==> src/rtl/upuart_txfifo_pkg.sv <==
// upuart_txfifo_pkg: shared UART auxiliary constants and helpers.
// FIFO geometry defaults live here so the TX and RX FIFOs stay in step.
package upuart_txfifo_pkg;

    localparam int UART_FIFO_ADDR_W = 4;
    localparam int UART_FIFO_DATA_W = 8;

    function automatic logic vote3(input logic [2:0] s);
        return (s[0] & s[1]) | (s[0] & s[2]) | (s[1] & s[2]);
    endfunction

endpackage

==> src/rtl/upuart_fifo_mem.sv <==
// upuart_fifo_mem: register-array storage with one write port and one asynchronous read port.
module upuart_fifo_mem import upuart_txfifo_pkg::*; #(
    parameter int ADDR_W = UART_FIFO_ADDR_W,
    parameter int DATA_W = UART_FIFO_DATA_W
) (
    input  logic              clk,
    input  logic              we,
    input  logic [ADDR_W-1:0] waddr,
    input  logic [DATA_W-1:0] wdata,
    input  logic [ADDR_W-1:0] raddr,
    output logic [DATA_W-1:0] rdata
);

    logic [DATA_W-1:0] mem_q [2**ADDR_W];

    always_ff @(posedge clk) begin
        if (we) mem_q[waddr] <= wdata;
    end

    assign rdata = mem_q[raddr];

endmodule

==> src/rtl/upuart_txfifo.sv <==
// upuart_txfifo: first-word-fall-through transmit FIFO with occupancy count,
// low-water interrupt and sticky overflow/underflow flags.
module upuart_txfifo import upuart_txfifo_pkg::*; #(
    parameter int ADDR_W = UART_FIFO_ADDR_W,
    parameter int DATA_W = UART_FIFO_DATA_W
) (
    input  logic              clk,
    input  logic              nrst,
    input  logic              flush,
    input  logic [DATA_W-1:0] wr_data,
    input  logic              wr_en,
    output logic [DATA_W-1:0] data_out,
    output logic              data_valid,
    input  logic              data_rd,
    output logic              full,
    output logic [ADDR_W:0]   count,
    input  logic [ADDR_W:0]   thr,
    output logic              low_irq,
    input  logic              clr_err,
    output logic              ovf,
    output logic              udf
);

    logic [ADDR_W-1:0] wp_q, wp_d, rp_q, rp_d;
    logic [ADDR_W:0]   cnt_q, cnt_d;
    logic              ovf_q, ovf_d, udf_q, udf_d, low_q, low_d;
    logic              empty, push, pop;

    // count never exceeds DEPTH, so its MSB alone marks the full state
    assign full  = cnt_q[ADDR_W];
    assign empty = cnt_q == '0;

    always_comb begin
        push  = !flush && wr_en && (!full || data_rd);
        pop   = !flush && data_rd && !empty;
        wp_d  = flush ? '0 : wp_q + ADDR_W'(push);
        rp_d  = flush ? '0 : rp_q + ADDR_W'(pop);
        cnt_d = flush ? '0 : cnt_q + (ADDR_W+1)'(push) - (ADDR_W+1)'(pop);
        ovf_d = (!flush && wr_en && full && !data_rd) || (ovf_q && !clr_err);
        udf_d = (!flush && data_rd && empty) || (udf_q && !clr_err);
        low_d = cnt_d <= thr;
    end

    always_ff @(posedge clk) begin
        if (!nrst) begin
            wp_q  <= '0;
            rp_q  <= '0;
            cnt_q <= '0;
            ovf_q <= 1'b0;
            udf_q <= 1'b0;
            low_q <= 1'b1;
        end else begin
            wp_q  <= wp_d;
            rp_q  <= rp_d;
            cnt_q <= cnt_d;
            ovf_q <= ovf_d;
            udf_q <= udf_d;
            low_q <= low_d;
        end
    end

    upuart_fifo_mem #(.ADDR_W(ADDR_W), .DATA_W(DATA_W)) u_mem (
        .clk   (clk),
        .we    (push),
        .waddr (wp_q),
        .wdata (wr_data),
        .raddr (rp_q),
        .rdata (data_out)
    );

    assign data_valid = !empty;
    assign count      = cnt_q;
    assign low_irq    = low_q;
    assign ovf        = ovf_q;
    assign udf        = udf_q;

endmodule

==> config.mk <==
export PLATFORM = sky130hd
export DESIGN_NAME = upuart_txfifo
export DESIGN_NICKNAME = d
export VERILOG_FILES = /design/src/rtl/upuart_txfifo_pkg.sv /design/src/rtl/upuart_fifo_mem.sv /design/src/rtl/upuart_txfifo.sv
export SDC_FILE = /design/constraint.sdc
export NUM_CORES = 1
export LEC_CHECK = 0
export BUFFER_PORTS_ARGS = -buffer_cell sky130_fd_sc_hd__buf_2
export CELL_PAD_IN_SITES_DETAIL_PLACEMENT = 0
export CELL_PAD_IN_SITES_GLOBAL_PLACEMENT = 1
export CORE_UTILIZATION = 50
export CTS_BUF_LIST = sky130_fd_sc_hd__clkbuf_8
export CTS_CLUSTER_SIZE = 40
export DETAILED_ROUTE_END_ITERATION = 6
export PLACE_DENSITY = 0.85
export SLEW_MARGIN = 15
export SYNTH_ARGS = -nofsm -noshare
export SYNTH_HDL_FRONTEND = slang
export SYNTH_SLANG_ARGS = --single-unit
==> constraint.sdc <==
create_clock -name clk -period 4.48 [get_ports clk]
set_input_delay 0.224 -clock clk [delete_from_list [all_inputs] [get_ports clk]]
set_output_delay 0.224 -clock clk [all_outputs]
set_load 0.1 [all_outputs]
==> metrics.txt, run 1 <==
dominant cell type by area after synthesis=edfxtp_1; DR WL/cell=20.5 um; critical path, cell by cell=buf_4 -> mux2i_1 -> a221oi_2 -> o21ai_0 -> nand2_1 -> buf_2; setup total negative slack=0 ns; core region area=0.0116 sq mm; Startpoint Class=flip-flop; Post-synth top flop=edfxtp_1; Post-Syn Area per Cell=17.0 sq um; final setup vio count=0; critical path's largest stage delay=0.79 ns; die span in y=112 um; violated checks=design-rule violations; Synth top area share=0.634; critical path's top delay family=buffers and inverters; largest net degree at the start of global routing=25; worst endpoint required time=4.26 ns; setup repair after global routing missed its margin=false; first-pass GRT wire length=18.5 mm; share of cells above drive strength 1=0.258; DR pass1 iterations=6; hold path start=nrst; Diodes inserted=0; Hold Vio Cnt, Final=0; switch share=0.263; # Post-CTS Setup Buffers=0; Period minus WS final=3.17 ns; skew final=0.0106 ns; initial DRC count=205; register area share after synthesis=0.687; Crit Path Max Fanout=24; RePlAce Congestion=0.803; TritonCTS Buffers=17; Die ar.=0.0126 sq mm; synth unique cells=41; CTS sink cnt=144; worst vdd ir=0.178 mV; TritonCTS clock tree=done; Reg-to-Reg End=low_irq; Worst Hold Class=input pin to flip-flop; total power=2690 uW; Least-Margin Pin Slew=0.975 ns; CTS resizes=0; synth top area cells=edfxtp_1, mux4_2, dfxtp_1, mux2i_1, ha_1; final WL=11.4 mm; commonest non-fill, non-tap cells in the layout=edfxtp_1, buf_2, mux2i_1, nor2_1, clkbuf_8; Yosys reg bits=144; maximum buffer depth of the clock tree=2; worst hold path endpoint=ovf; Max Clock Freq=315 MHz; Worst setup startpoint=rp_q[0]; Area Growth Syn to Fin=10.1%; antenna violations before repair=0; Synthesis Warnings=0; Int Pwr=1980 uW; CP endpoint kind=primary output; Logic pwr share=0.108; Total Routing Usage GR=0.202; Setup CP Type=flip-flop to primary output; commonest non-fill, non-tap cell in the layout=edfxtp_1; Clk network pwr share=0.341; switching pwr=707 uW; die span in x=112 um; ANT nets after route=0; HPWL Detailed=7.41 mm; Slew Limit Fails=0; MaxCap Viol Count=0; latest clock arrival within the worst-skew pair=0.44 ns; Reg clk slew, reported paths=0.08 ns; number of fillers in the final layout=874; htree depth=4; Crit-path slowest cell=dfxtp_2; Post-Syn Nets=390; reg2reg start=count[3]; outcome=finished, violations left; vias post-DR=3,159; # rows=39; Initial Util=0.522; # hold bufs at CTS=0; Data arrival, critical path=2.95 ns; slew margin rel.=0.348; Root Driver=clkbuf_8; Vias/cell=5.67; reg2reg setup slack=1.37 ns; P per Cell Area=403 mW/mm^2; Flop pwr share=0.551; number of global-route vias before repair=3,287; Layout Nets=434; P_leak=0.00224 uW; gr ovfl total=0; hold path cells=2; Mapped Area=0.00606 sq mm; Syn Inst Count=357; I/O pins=37; R2R depth=15; post-route DRC violation count=1; Post-synth ARST share=0; Buffers on Ports=36; ratio of final minimum period to clock period=0.708; WP buf/inv=2; number of synthesized flops with an enable pin=128
-- cell usage after synthesis, types with 4 or more instances --
cell,count
a221oi_1,7
nand2b_1,5
nand2_1,10
ha_1,13
xnor2_1,8
edfxtp_1,128
and2_1,7
dfxtp_1,16
mux4_2,16
mux2i_1,32
clkbuf_1,4
a221oi_2,9
nor2b_1,7
nor2_1,22
buf_6,7
a21oi_1,4
a22oi_1,8
inv_1,9
o21ai_0,9
-- power by group through the flow --
stage | Sequential (uW) | Clock (uW) | Combinational [uW]
final | 1480 | 916 | 291
after global placement | 1510 | 0 | 287
after CTS | 1480 | 929 | 294
after detailed placement | 1510 | 0 | 293
after floorplan | 1560 | 0 | 189
after global routing | 1480 | 985 | 312
-- per-stage QoR --
stage / util / instance area (sq um) / std cells / hold slack (ns) / setup WS [ns]
2_1_floorplan: - / 6060 / 357 / 0.323 / 0.895
3_3_place_gp: 0.544 / 6320 / 525 / 0.529 / 1.50
3_5_place_dp: 0.544 / 6320 / 525 / 0.530 / 1.39
4_1_cts: 0.575 / 6670 / 557 / 0.0608 / 1.30
5_1_grt: 0.575 / 6670 / 557 / 0.0869 / 1.11
6_report: 0.575 / 6670 / 557 / 0.0874 / 1.31
-- flip-flops by register name (all words and copies together), names as in the netlist --
| register | flops |
|---|---|
| ovf | 1 |
| rp_q | 4 |
| low_irq | 1 |
| udf | 1 |
| u_mem.mem_q | 128 |
| wp_q | 4 |
| count | 5 |
-- layout make-up --
type / count / area, sq um / share of cell area
Inverter: 12 / 45.0 / 0.00675
Clock buffer: 17 / 234 / 0.0351
Tap cell: 143 / 179 / 0.0268
Sequential cell: 144 / 4170 / 0.624
Timing Repair Buffer: 43 / 233 / 0.0349
Multi-Input combinational cell: 183 / 1700 / 0.255
Clock inverter: 15 / 118 / 0.0176
-- layer usage --
metal | global-route usage | wire, um
met5 | 0 | 0
met4 | 0.0862 | 177
met2 | 0.313 | 5570
met1 | 0.280 | 5060
met3 | 0.0437 | 636
-- worst max-delay path by stage --
stage / cells past startpoint / endpoint
floorplan: 15 / low_irq
global placement: 15 / low_irq
detailed placement: 15 / low_irq
CTS: 6 / data_out[3]
global route: 15 / low_irq
finish: 6 / data_out[3]
-- logic make-up (layout without fill, tap and decap cells) --
| family | count (synthesis) | count (layout) | share of synthesized area |
|---|---|---|---|
| adders and majority gates | 14 | 14 | 0.0301 |
| and+or+nand+nor | 67 | 67 | 0.0603 |
| xor gates and xnor gates | 10 | 10 | 0.0145 |
| muxes | 48 | 48 | 0.112 |
| AOI/OAI and AO/OA | 44 | 44 | 0.0634 |
| buffers and inverters | 30 | 87 | 0.0324 |
| DFF | 144 | 144 | 0.687 |
-- worst register-to-register path, stage by stage (launching register included) --
cell and delay [ns]:
dfxtp_1 0.33, inv_1 0.09, ha_1 0.14, nor4b_2 0.36, nor3_2 0.12, xor2_1 0.17, ha_1 0.23, fa_1 0.43
a21oi_1 0.15, o21bai_1 0.08, xnor2_1 0.24, nor2_1 0.07, ha_1 0.31, nand3_1 0.09, o21ai_0 0.07, a21o_1 0.15
Power figures use the tool's default switching activity.
==> run 2: changes to the inputs <==
CORE_UTILIZATION = 49   (was 50)
PLACE_DENSITY = 0.86   (was 0.85)
clock period = 2.8 ns   (was 4.48 ns; I/O delays follow)
==> metrics.txt, run 2 (synthesis gave the netlist of run 1 again) <==
slew margin rel.=0.472 (was 0.348); Hold Vio Cnt, Final=0 (unchanged); Placed Cells=542 (was 525); largest net degree at the start of global routing=52 (was 25); number of global-route vias before repair=3,288 (was 3,287); Largest register FFs=128 (unchanged); reg2reg setup slack=-0.003 ns (was 1.37 ns); I/O pins=37 (unchanged); reg2reg start=count[3] (unchanged); Data arrival, critical path=3.14 ns (was 2.95 ns); FF/Latch Area=0.00418 sq mm (was 0.00417 sq mm); Die ar.=0.0128 sq mm (was 0.0126 sq mm); Crit Path Max Fanout=3 (was 24); TritonCTS Buffers=17 (unchanged); violated checks=negative setup slack (was design-rule violations); share of cells above drive strength 1=0.325 (was 0.258); worst vdd ir=0.499 mV (was 0.178 mV); HPWL Detailed=7.46 mm (was 7.41 mm); MaxCap Viol Count=0 (unchanged); critical path, cell by cell=inv_4 -> ha_4 -> nor4b_4 -> nor3_2 -> xor2_1 -> ha_2 -> fa_2 -> a21oi_2 -> o21bai_1 -> xnor2_1 -> nor2_1 -> ha_1 -> nand3_1 -> o21ai_1 -> a21o_1 (was buf_4 -> mux2i_1 -> a221oi_2 -> o21ai_0 -> nand2_1 -> buf_2); Most flops, register=u_mem.mem_q (unchanged); DR WL/cell=19.2 um (was 20.5 um); maximum buffer depth of the clock tree=2 (unchanged); latest clock arrival within the worst-skew pair=0.44 ns (about the same); ANT nets after route=0 (unchanged); Setup CP Type=flip-flop to flip-flop (was flip-flop to primary output); outcome=finished, violations left (unchanged); Vias/cell=5.58 (was 5.67); critical path's largest stage delay=0.36 ns (was 0.79 ns); Slew Limit Fails=0 (unchanged); die span in x=113 um (was 112 um); DR pass1 iterations=4 (was 6); die span in y=113 um (was 112 um); area of the multi-input gates=0.00175 sq mm (was 0.00170 sq mm); P_leak=0.00237 uW (was 0.00224 uW); initial DRC count=238 (was 205); CP endpoint kind=flip-flop (was primary output); final WL=11.1 mm (was 11.4 mm); commonest non-fill, non-tap cells in the layout=edfxtp_1, buf_2, mux2i_1, buf_4, nor2_1 (was edfxtp_1, buf_2, mux2i_1, nor2_1, clkbuf_8); antenna violations before repair=0 (unchanged); Non-Filler Instances=581 (was 557); htree depth=4 (unchanged); Period minus WS final=2.80 ns; Total Routing Usage GR=0.194 (was 0.202); Diodes inserted=0 (unchanged); Least-Margin Pin Slew=0.789 ns (was 0.975 ns); ratio of final minimum period to clock period=1.00; Max Clock Freq=357 MHz; Crit-path slowest cell=dfxtp_4 (was dfxtp_2); Buffers on Ports=36 (unchanged); core region area=0.0120 sq mm (was 0.0116 sq mm); RePlAce Congestion=0.770 (was 0.803); post-route DRC violation count=0 (was 1); setup total negative slack=-0.00316 ns (was 0 ns); CTS sink cnt=144 (unchanged); Root Driver=clkbuf_8 (unchanged); hold path cells=4 (was 2); number of fillers in the final layout=890 (was 874); worst endpoint required time=3.13 ns (was 4.26 ns); skew final=0.00894 ns (was 0.0106 ns); Initial Util=0.505 (was 0.522); hold path start=clr_err (was nrst); Hold WS=0.0366 ns (was 0.0874 ns); # rows=40 (was 39); vias post-DR=3,241 (was 3,159); TritonCTS clock tree=done (unchanged); final worst setup slack=-0.00316 ns (was 1.31 ns); worst hold path endpoint=udf (was ovf); Startpoint Class=flip-flop (unchanged); Reg-to-Reg End=low_irq (unchanged); final setup vio count=1 (was 0); setup repair after global routing missed its margin=true (was false); P per Cell Area=657 mW/mm^2 (was 403 mW/mm^2); gr ovfl total=0 (unchanged); commonest non-fill, non-tap cell in the layout=edfxtp_1 (unchanged); Worst Hold Class=input pin to flip-flop (unchanged); first-pass GRT wire length=17.9 mm (was 18.5 mm); Layout Nets=454 (was 434); Reg clk slew, reported paths=0.08 ns (about the same); R2R depth=15 (unchanged); Area Growth Syn to Fin=15.1% (was 10.1%)
run 2: worst max-delay path: cells and delay by family (launching register included):
| kind | cells | cell delay (ns) |
|---|---|---|
| adders and majority gates | 4 | 1.00 |
| and+or+nand+nor | 4 | 0.47 |
| AOI/OAI and AO/OA | 4 | 0.44 |
| xor gates and xnor gates | 2 | 0.37 |
| DFF | 1 | 0.36 |
| buffers and inverters | 1 | 0.06 |
run 2: per-stage QoR:
step | cell area [sq um] | setup slack [ns] | total power [uW] | utilization
floorplan | 6090 | -0.184 | 2800 | -
global placement | 6460 | 0.0674 | 2910 | 0.538
detailed placement | 6460 | -0.0903 | 2920 | 0.538
CTS | 6950 | -0.0510 | 4610 | 0.578
global route | 6970 | -0.156 | 4740 | 0.581
finish | 6970 | -0.00316 | 4580 | 0.581
run 2: cell type report:
class / count / area share
clock buffers: 17 / 0.0335
multi-input cells: 183 / 0.251
inverters: 12 / 0.00718
flip-flops and latches: 144 / 0.599
repair buffers: 63 / 0.0571
well taps: 147 / 0.0264
clock inverters: 15 / 0.0260
run 2: how the worst max path moves through the flow:
stage	startpoint	endpoint	depth (start not counted)
finish	count[3]	low_irq	15
detailed placement	count[3]	low_irq	13
CTS	count[3]	low_irq	13
floorplan	count[2]	low_irq	13
global placement	count[2]	low_irq	13
global route	count[3]	low_irq	15
run 2: routing by layer:
metal | vias up | wire length [um] | track usage | share of wire
met4 | 0 | 182 | 0.0842 | 0.016
met2 | 93 | 5590 | 0.310 | 0.50
met1 | 1620 | 4850 | 0.258 | 0.44
met3 | 16 | 521 | 0.0412 | 0.047
met5 | - | 0 | 0 | 0
li1 | 1512 | - | - | -
run 2: where the power goes:
part           switching, uW  internal [uW]
logic                    361            168
clock network            797            892
registers               12.2           2350
total                   1170           3410
run 2: repair_timing:
action | in CTS | in global routing
gates resized for setup | 3 | 5
pin swaps | 8 | 10
buffers inserted | 5 | 1
hold endpoints to repair | 3 | 0
cloned | 0 | 0
hold buffers | 1 | 0
endpoints found under the setup margin | 1 | 1
